[config.mk]
export PLATFORM = sky130hd
export DESIGN_NAME = alu_arbiter_flat
export DESIGN_NICKNAME = d
export VERILOG_FILES = /design/src/rtl/alu_pkg.sv /design/src/rtl/alu_arbiter_if.sv /design/src/rtl/alu_arbiter_rr_arbiter2.sv /design/src/rtl/alu_arbiter.sv /design/src/flat_wrapper.sv
export SDC_FILE = /design/constraint.sdc
export NUM_CORES = 1
export LEC_CHECK = 0
export ABC_AREA = 1
export CORE_MARGIN = 2
export CORE_UTILIZATION = 42
export CTS_BUF_LIST = sky130_fd_sc_hd__clkbuf_8
export DETAILED_ROUTE_END_ITERATION = 10
export PLACE_DENSITY = 0.84
export SYNTH_ARGS = -nofsm -noshare
export SYNTH_HDL_FRONTEND = slang
export SYNTH_SLANG_ARGS = --single-unit
export TNS_END_PERCENT = 20
[constraint.sdc]
create_clock -name clk -period 1.27 [get_ports clk]
set_input_delay 0.254 -clock clk [delete_from_list [all_inputs] [get_ports clk]]
set_output_delay 0.254 -clock clk [all_outputs]
set_load 0.01 [all_outputs]
[src/rtl/alu_pkg.sv]
`default_nettype none
// ============================================================================
// Module   : alu_pkg
// Brief    : Opcodes, PSR bit positions and sequencer states for alu_arbiter.
// Revision : 1.0
// ============================================================================
package alu_pkg;

    localparam logic [2:0] ALU_ADD = 3'b000;
    localparam logic [2:0] ALU_SUB = 3'b001;
    localparam logic [2:0] ALU_AND = 3'b010;
    localparam logic [2:0] ALU_XOR = 3'b011;
    localparam logic [2:0] ALU_OR  = 3'b100;
    localparam logic [2:0] ALU_CMP = 3'b101;

    localparam int PSR_C = 0;
    localparam int PSR_F = 1;
    localparam int PSR_L = 2;
    localparam int PSR_Z = 3;
    localparam int PSR_N = 4;

    typedef enum logic [1:0] {
        ST_IDLE = 2'd0,
        ST_EXEC = 2'd1,
        ST_RESP = 2'd2
    } state_t;

    function automatic logic op_is_valid(input logic [2:0] op);
        return op <= ALU_CMP;
    endfunction

endpackage
`default_nettype wire

[src/rtl/alu_arbiter_if.sv]
`default_nettype none
// ============================================================================
// Module   : alu_arbiter_if
// Brief    : Request/response/ALU bundle; slave is the arbiter, master the rest.
// Revision : 1.0
// ============================================================================
interface alu_arbiter_if #(
    parameter int WIDTH = 16
);
    logic [1:0]       req_valid;
    logic [1:0]       req_ready;
    logic [WIDTH-1:0] req0_a;
    logic [WIDTH-1:0] req1_a;
    logic [WIDTH-1:0] req0_b;
    logic [WIDTH-1:0] req1_b;
    logic [2:0]       req0_op;
    logic [2:0]       req1_op;
    logic             req0_setpsr;
    logic             req1_setpsr;
    logic [1:0]       rsp_valid;
    logic [1:0]       rsp_ready;
    logic [WIDTH-1:0] rsp_result;
    logic [4:0]       rsp_psr;
    logic             rsp_err;
    logic [WIDTH-1:0] alu_rsrc;
    logic [WIDTH-1:0] alu_rdest;
    logic [2:0]       alu_cont;
    logic [WIDTH-1:0] alu_result;
    logic [4:0]       alu_psr;
    logic [4:0]       psr_q;

    modport slave (
        input  req_valid, req0_a, req1_a, req0_b, req1_b, req0_op, req1_op,
               req0_setpsr, req1_setpsr, rsp_ready, alu_result, alu_psr,
        output req_ready, rsp_valid, rsp_result, rsp_psr, rsp_err,
               alu_rsrc, alu_rdest, alu_cont, psr_q
    );

    modport master (
        output req_valid, req0_a, req1_a, req0_b, req1_b, req0_op, req1_op,
               req0_setpsr, req1_setpsr, rsp_ready, alu_result, alu_psr,
        input  req_ready, rsp_valid, rsp_result, rsp_psr, rsp_err,
               alu_rsrc, alu_rdest, alu_cont, psr_q
    );
endinterface
`default_nettype wire

[src/rtl/alu_arbiter_rr_arbiter2.sv]
`default_nettype none
// ============================================================================
// Module   : rr_arbiter2
// Brief    : Two-way round-robin grant with a priority pointer register.
// Revision : 1.0
// ============================================================================
module rr_arbiter2 (
    input  wire logic       clk,
    input  wire logic       reset_n,
    input  wire logic [1:0] req,
    input  wire logic       advance,
    input  wire logic       served,
    output logic      [1:0] grant
);
    logic r_ptr;

    // Priority moves to whichever requester was not just served.
    always_ff @(posedge clk) begin
        if (!reset_n) begin
            r_ptr <= 1'b0;
        end else if (advance) begin
            r_ptr <= ~served;
        end
    end

    always_comb begin
        grant = 2'b00;
        case (req)
            2'b01:   grant = 2'b01;
            2'b10:   grant = 2'b10;
            2'b11:   grant = r_ptr ? 2'b10 : 2'b01;
            default: grant = 2'b00;
        endcase
    end
endmodule
`default_nettype wire

[src/rtl/alu_arbiter.sv]
`default_nettype none
// ============================================================================
// Module   : alu_arbiter
// Brief    : Shares one combinational ALU between two requesters; owns the PSR.
// Revision : 1.0
// ============================================================================
module alu_arbiter
    import alu_pkg::*;
#(
    parameter int WIDTH = 16
) (
    input  wire logic     clk,
    input  wire logic     reset_n,
    alu_arbiter_if.slave  bus
);
    state_t           r_state;
    state_t           w_next;
    logic [1:0]       w_grant;
    logic             w_accept;
    logic             w_done;
    logic             w_op_ok;
    logic [WIDTH-1:0] r_a;
    logic [WIDTH-1:0] r_b;
    logic [2:0]       r_op;
    logic             r_setpsr;
    logic             r_gidx;
    logic [WIDTH-1:0] r_result;
    logic [4:0]       r_rsp_psr;
    logic             r_err;
    logic [4:0]       r_psr;

    rr_arbiter2 u_rr (
        .clk     (clk),
        .reset_n (reset_n),
        .req     (bus.req_valid),
        .advance (w_done),
        .served  (r_gidx),
        .grant   (w_grant)
    );

    assign w_accept = (r_state == ST_IDLE) && (|w_grant);
    assign w_done   = (r_state == ST_RESP) && bus.rsp_ready[r_gidx];
    assign w_op_ok  = op_is_valid(r_op);

    always_ff @(posedge clk) begin
        if (!reset_n) begin
            r_state <= ST_IDLE;
        end else begin
            r_state <= w_next;
        end
    end

    always_comb begin
        w_next = r_state;
        case (r_state)
            ST_IDLE: if (w_accept) w_next = ST_EXEC;
            ST_EXEC: w_next = ST_RESP;
            ST_RESP: if (w_done) w_next = ST_IDLE;
            default: w_next = ST_IDLE;
        endcase
    end

    always_ff @(posedge clk) begin
        if (!reset_n) begin
            r_a       <= '0;
            r_b       <= '0;
            r_op      <= ALU_ADD;
            r_setpsr  <= 1'b0;
            r_gidx    <= 1'b0;
            r_result  <= '0;
            r_rsp_psr <= '0;
            r_err     <= 1'b0;
            r_psr     <= '0;
        end else begin
            if (w_accept) begin
                r_a      <= w_grant[1] ? bus.req1_a      : bus.req0_a;
                r_b      <= w_grant[1] ? bus.req1_b      : bus.req0_b;
                r_op     <= w_grant[1] ? bus.req1_op     : bus.req0_op;
                r_setpsr <= w_grant[1] ? bus.req1_setpsr : bus.req0_setpsr;
                r_gidx   <= w_grant[1];
            end
            // Invalid opcodes never reach the ALU; report a zeroed error response.
            if (r_state == ST_EXEC) begin
                r_result  <= w_op_ok ? bus.alu_result : '0;
                r_rsp_psr <= w_op_ok ? bus.alu_psr    : '0;
                r_err     <= ~w_op_ok;
                if (w_op_ok && r_setpsr) begin
                    r_psr <= bus.alu_psr;
                end
            end
        end
    end

    assign bus.req_ready  = (r_state == ST_IDLE) ? w_grant : 2'b00;
    assign bus.rsp_valid  = (r_state == ST_RESP) ? (r_gidx ? 2'b10 : 2'b01) : 2'b00;
    assign bus.rsp_result = r_result;
    assign bus.rsp_psr    = r_rsp_psr;
    assign bus.rsp_err    = r_err;
    assign bus.alu_rsrc   = r_a;
    assign bus.alu_rdest  = r_b;
    assign bus.alu_cont   = w_op_ok ? r_op : ALU_ADD;
    assign bus.psr_q      = r_psr;
endmodule
`default_nettype wire

[src/flat_wrapper.sv]
// flat-port wrapper written by rule: the top's interface ports become plain ports
module alu_arbiter_flat import alu_pkg::*;
#(
    parameter int WIDTH = 16
)
  (clk, reset_n, bus_req_valid, bus_req0_a, bus_req1_a, bus_req0_b, bus_req1_b, bus_req0_op, bus_req1_op, bus_req0_setpsr, bus_req1_setpsr, bus_rsp_ready, bus_alu_result, bus_alu_psr, bus_req_ready, bus_rsp_valid, bus_rsp_result, bus_rsp_psr, bus_rsp_err, bus_alu_rsrc, bus_alu_rdest, bus_alu_cont, bus_psr_q);
  alu_arbiter_if #(.WIDTH(WIDTH)) bus_i ();
  input  wire logic clk;
  input  wire logic reset_n;
  input wire logic [$bits(bus_i.req_valid)-1:0] bus_req_valid;
  input wire logic [$bits(bus_i.req0_a)-1:0] bus_req0_a;
  input wire logic [$bits(bus_i.req1_a)-1:0] bus_req1_a;
  input wire logic [$bits(bus_i.req0_b)-1:0] bus_req0_b;
  input wire logic [$bits(bus_i.req1_b)-1:0] bus_req1_b;
  input wire logic [$bits(bus_i.req0_op)-1:0] bus_req0_op;
  input wire logic [$bits(bus_i.req1_op)-1:0] bus_req1_op;
  input wire logic [$bits(bus_i.req0_setpsr)-1:0] bus_req0_setpsr;
  input wire logic [$bits(bus_i.req1_setpsr)-1:0] bus_req1_setpsr;
  input wire logic [$bits(bus_i.rsp_ready)-1:0] bus_rsp_ready;
  input wire logic [$bits(bus_i.alu_result)-1:0] bus_alu_result;
  input wire logic [$bits(bus_i.alu_psr)-1:0] bus_alu_psr;
  output wire logic [$bits(bus_i.req_ready)-1:0] bus_req_ready;
  output wire logic [$bits(bus_i.rsp_valid)-1:0] bus_rsp_valid;
  output wire logic [$bits(bus_i.rsp_result)-1:0] bus_rsp_result;
  output wire logic [$bits(bus_i.rsp_psr)-1:0] bus_rsp_psr;
  output wire logic [$bits(bus_i.rsp_err)-1:0] bus_rsp_err;
  output wire logic [$bits(bus_i.alu_rsrc)-1:0] bus_alu_rsrc;
  output wire logic [$bits(bus_i.alu_rdest)-1:0] bus_alu_rdest;
  output wire logic [$bits(bus_i.alu_cont)-1:0] bus_alu_cont;
  output wire logic [$bits(bus_i.psr_q)-1:0] bus_psr_q;
  assign bus_i.req_valid = bus_req_valid;
  assign bus_i.req0_a = bus_req0_a;
  assign bus_i.req1_a = bus_req1_a;
  assign bus_i.req0_b = bus_req0_b;
  assign bus_i.req1_b = bus_req1_b;
  assign bus_i.req0_op = bus_req0_op;
  assign bus_i.req1_op = bus_req1_op;
  assign bus_i.req0_setpsr = bus_req0_setpsr;
  assign bus_i.req1_setpsr = bus_req1_setpsr;
  assign bus_i.rsp_ready = bus_rsp_ready;
  assign bus_i.alu_result = bus_alu_result;
  assign bus_i.alu_psr = bus_alu_psr;
  assign bus_req_ready = bus_i.req_ready;
  assign bus_rsp_valid = bus_i.rsp_valid;
  assign bus_rsp_result = bus_i.rsp_result;
  assign bus_rsp_psr = bus_i.rsp_psr;
  assign bus_rsp_err = bus_i.rsp_err;
  assign bus_alu_rsrc = bus_i.alu_rsrc;
  assign bus_alu_rdest = bus_i.alu_rdest;
  assign bus_alu_cont = bus_i.alu_cont;
  assign bus_psr_q = bus_i.psr_q;
  alu_arbiter #(.WIDTH(WIDTH)) u_core (.clk(clk), .reset_n(reset_n), .bus(bus_i));
endmodule
== After elaboration in Yosys (flattened, before gate mapping) ==
Index checks and enable logic that the tools add are counted.
Word-level totals
  flip-flop bits (word level): 67
  input port bits: 99
  output and inout bits: 66
Cells by class
  $lt $le $gt $ge: 2
  equality and inequality tests: 7
  muxes and demuxes: 17
  bitwise logic cells: 2
  reduce and logical (&&, ||, !) cells: 7
Operators by type and width (number)
  $mux W16: 3
  $mux W2: 6
  $pmux W2 S3: 2
  $eq A2 B2 Y1 const B: 3
  $mux W3: 2
  $mux W5: 1
  $eq A2 B1 Y1 const B: 2
  $reduce_and A2 Y1: 2
  $le A3 B3 Y1 const B: 1
  $logic_and A1 B1 Y1: 3
  $mux W1: 3
  $logic_not A2 Y1: 1
  $lt A1 B2 Y1 const B: 1
  $ne A2 B1 Y1 const B: 1
  $ne A2 B2 Y1 const B: 1
  $not A1 Y1: 2
  $reduce_or A2 Y1: 1

== Depth between registers and ports, before layout ==
  depth after elaboration: 6
  depth in mapped cells: 8

== By module ==
A second synthesis with hierarchy kept.
Second synthesis, totals
  cell total of the unflattened synthesis: 512
  area total of the unflattened synthesis: 3184.3 um^2
By module, submodules not included
  alu_arbiter: instances 1, cells each 502, area an instance 3129.3 um^2, seq. area each 1321.3 um^2
  rr_arbiter2: instances 1, cells each 10, area an instance 55.1 um^2, seq. area each 20.0 um^2

== Worst setup path after synthesis ==
OpenSTA, ideal clock, no wires.
  kind: reg2out
  start: register u_core.r_state[1]
  end: output bus_req_ready[1]
  arrival: 0.981 ns
  data required time: 1.016 ns
  slack: 0.035 ns
  stages on the path, launching flop included: 5
  cells stage by stage: dfxtp_1 > nor2_2 > clkbuf_1 > nand2_1 > inv_1
Between the ends
  longest elaborated chain between the ends: 2
Ends and longest elaborated chain
  start, declared: line alu_arbiter.sv:16  | state_t r_state;
  start signal, assigned: line alu_arbiter.sv:49  | r_state <= w_next;
  $logic_not A2 Y1: line alu_arbiter.sv:94  | assign bus.req_ready = (r_state == ST_IDLE) ? w_grant : 2'b00;
  $mux W2: line alu_arbiter.sv:94
  end, declared: line flat_wrapper.sv:22  | output wire logic [$bits(bus_i.req_ready)-1:0] bus_req_ready;
Every way passes these cells.

== Final worst setup path ==
  start: register u_core.r_state[1]
  end: register u_core.r_op[0]
Between the ends
  longest elaborated chain between the ends: 2
Ends and longest elaborated chain
  $logic_not A2 Y1: line alu_arbiter.sv:41  | assign w_accept = (r_state == ST_IDLE) && (|w_grant);
  $logic_and A1 B1 Y1: line alu_arbiter.sv:41
  end signal, assigned: line alu_arbiter.sv:78  | r_op <= w_grant[1] ? bus.req1_op : bus.req0_op;
  end, declared: line alu_arbiter.sv:24  | logic [2:0] r_op;
Every way passes these cells.
A chain may end at the register's enable or synchronous reset.

==> flow_summary.toml <==
[run_status]
status = "finished with violations"
violations = "setup timing"

[critical_path]
crit_end = "u_core.r_op[0]"
crit_cells = 11
cp_max_fo = 5
startpoint_type = "flop"
crit_path_cell_trace = "inv_4, buf_6, nand2_4, buf_6, nor2_4, buf_12, nand2_8, clkbuf_16, nand2_1, inv_1, nor2_1"
end_kind = "flop"
slowest_delay_ps = 370
cp_common_cell = "buf_6"
setup.worst_path.class = "flop to flop"
rr_endpoint = "u_core.r_op[0]"
crit_buf_inv = 6
r2r-start = "u_core.r_state[1]"
critPathTopFamily = "buffers and inverters"
r2r_slack_ps = -160
startpoint = "u_core.r_state[1]"
cp.arrival_ps = 1700
slowest_stage = "dfxtp_4"
required_ps = 1540
rr_worst_depth = 11

[final_layout]
area_delta_synth_final_pct = 72.65
multi_input_area_um2 = 1535
instances_no_fill = 813
seqCellArea_um2 = 1355
layout.nets = 804
fill_cells = 568
drive_gt1_share_pct = 15.92

[synthesis]
synthCells = 518
synth_largest_type_area_fraction_pct = 40.84
yosysMostFrequentCell = "nand2_1"
synth_seq_cells = 67
synth_area_leaders = "dfxtp_1, nand2_1, nand3_1, inv_1, a21oi_1"
post_synth.cell_area_avg_um2 = 6.341
async_flop_share_pct = 0
synth_cell_types = 19
yosysTopAreaCell = "dfxtp_1"
yosysWarnings = 0
synthFlopType = "dfxtp_1"
netlist_area_um2 = 3284
yosysSeqAreaShare_pct = 40.84
synth_edf_count = 0
synth_nets = 617
synthTopCellsByCount = "nand2_1, inv_1, nand3_1"

[power_and_ir_drop]
internal-power_uw = 4557
power.total_uw = 6456
p_clk_share_pct = 30.9
p_per_area_nw_per_um2 = 1139
power.switching_fraction_pct = 29.42
p_comb_share_pct = 30.9
power_frac_seq_pct = 38.3
switching_power_uw = 1899
peakVddDrop_mv = 0.7051
leakage_uw = 0.002968

[global_route]
grt_pass1_wl_mm = 16.08
grt_use_total_pct = 23.32
overflow = 0
grt_max_degree = 28
grt_pass1_vias = 3588
antenna_found_initial = 1

[worst_hold_path]
hp-class = "flop to flop"

[cts]
htreeDepth = 3
clock_path_buffers = 2
numCtsBuffers = 9
insertion_delay_ps = 330
cts.sinks = 67
clockRootBuffer = "clkbuf_8"
cts_tree = "built"
clk_pin_slew_worst_paths_ps = 70

[route]
wl_mm = 10.46
ant_nets = 0
avgViaCountPerCell = 4.755
dr.pass1.iters = 5
drtIter0Drc = 191
drc_errors = 0
wire_per_inst_um = 12.86
vias = 3866

[timing]
worst_slew_pin_slew_ps = 377.0
finalMaxSlewViolations = 0
final.min_clock_period_ps = 1431
fmax_mhz = 698.6
hold_viol = 0
finClkSkew_ps = 8.117
fin_tns_setup_ps = -6057
fin_ws_ps = -161.5
setup_violations = 66
rsz0062_at_grt = "yes"
fin_crit_sh_pct = 112.7
relSlewSlack_pct = 74.79

[floorplan]
dieWidth_um = 92.43
die_area_um2 = 8543
fp-row-count = 32
num_io_pins = 165
dieHeight_um = 92.43
core-area_um2 = 7647
start_util_pct = 42.95

[placement]
io_buffers = 164
place_congestion = 0.8251
dpl.cell_count = 789
hpwlAfterDp_mm = 7.381

[job]
maxCapViolCount = 0
## layout by cell type, fill, tap and decap left out, drive strengths merged
cell	instances
a21oi	44
dfxtp	67
clkdlybuf4s50	96
clkinv	2
clkdlybuf4s15	3
nor2	34
nand4	5
bufinv	2
o21ai	6
clkinvlp	1
inv	106
dlygate4sd2	58
nand2	139
buf	42
clkbuf	15
diode	1
nand3	90
## worst register-to-register path, cell delays in order (launching register included)
cell and delay (ps):
dfxtp_4 370, inv_4 70, buf_6 90, nand2_4 40, buf_6 110, nor2_4 130
buf_12 140, nand2_8 70, clkbuf_16 170, nand2_1 60, inv_1 40, nor2_1 70
## stage by stage
step | instance area [um^2] | utilization [%] | hold WS [ps] | setup WS (ps)
floorplan | 3284 | - | 396.7 | 34.59
global placement | 5240 | 68.52 | 450.4 | -604.7
detailed placement | 5240 | 68.52 | 456.7 | -648.7
CTS | 5394 | 70.53 | 464.4 | -137.8
global route | 5670 | 74.15 | 477.1 | -249.9
finish | 5670 | 74.15 | 461.4 | -161.5
## registers in the layout, summed over array words and instances, names as in the netlist
register and flops:
u_core.bus.rsp_err 1, u_core.bus.alu_rdest 16, u_core.bus.rsp_result 16, u_core.bus.rsp_psr 5, u_core.r_state 2, u_core.bus.alu_rsrc 16, u_core.bus.psr_q 5, u_core.r_gidx 1
u_core.r_setpsr 1, u_core.u_rr.r_ptr 1, u_core.r_op 3
## how the worst min path moves through the flow
stage / cells after the start / slack, ps / endpoint / from
after CTS: 2 / 460 / u_core.bus.rsp_result[9] / u_core.bus.rsp_result[9]
after detailed placement: 2 / 460 / u_core.bus.rsp_psr[3] / u_core.bus.rsp_psr[3]
after global placement: 2 / 450 / u_core.bus.rsp_result[15] / u_core.bus.rsp_result[15]
after floorplan: 2 / 400 / u_core.bus.rsp_result[0] / bus_alu_result[0]
after global routing: 2 / 480 / u_core.bus.rsp_psr[1] / u_core.bus.rsp_psr[1]
final: 2 / 460 / u_core.bus.rsp_psr[1] / u_core.bus.rsp_psr[1]
## cell families (layout without fill, tap and decap cells)
| logic type | after synthesis | after routing | synth area share [%] |
|---|---|---|---|
| compound gates | 50 | 50 | 7.619 |
| buf+inv | 133 | 325 | 16.42 |
| flops | 67 | 67 | 40.84 |
| other cells | 0 | 1 | 0 |
| simple gates | 268 | 268 | 35.12 |
## power by group through the flow
stage / logic, uW / registers (uW) / clock network (uW)
2_1_floorplan: 746 / 2600 / 0
3_3_place_gp: 1870 / 2500 / 0
3_5_place_dp: 1910 / 2510 / 0
4_1_cts: 1780 / 2460 / 2030
5_1_grt: 2180 / 2500 / 2150
6_report: 1990 / 2470 / 1990
## layer usage
metal,vias to the layer above,part of all wire [%],global-route usage (%)
met5,-,0,0
met4,0,2.0,9.328
met3,21,9.1,7.730
met2,165,51,40.63
met1,1717,38,26.16
li1,1963,-,-
## layout make-up
type,instances,area share [%]
timing repair buffer,203,35.66
inverter,106,7.061
clock inverter,5,1.346
clock buffer,11,2.670
sequential,67,23.90
tap,102,2.251
multi-input combinational,318,27.07
antenna,1,0.04413
## timing repair
item	CTS	global route
endpoints found under the hold margin	0	0
cloned	0	4
pin swaps	2	28
setup buffers	1	2
endpoints found under the setup margin	103	73
resized for setup	100	57
hold buffers	0	0
(Power assumes the default switching activity.)
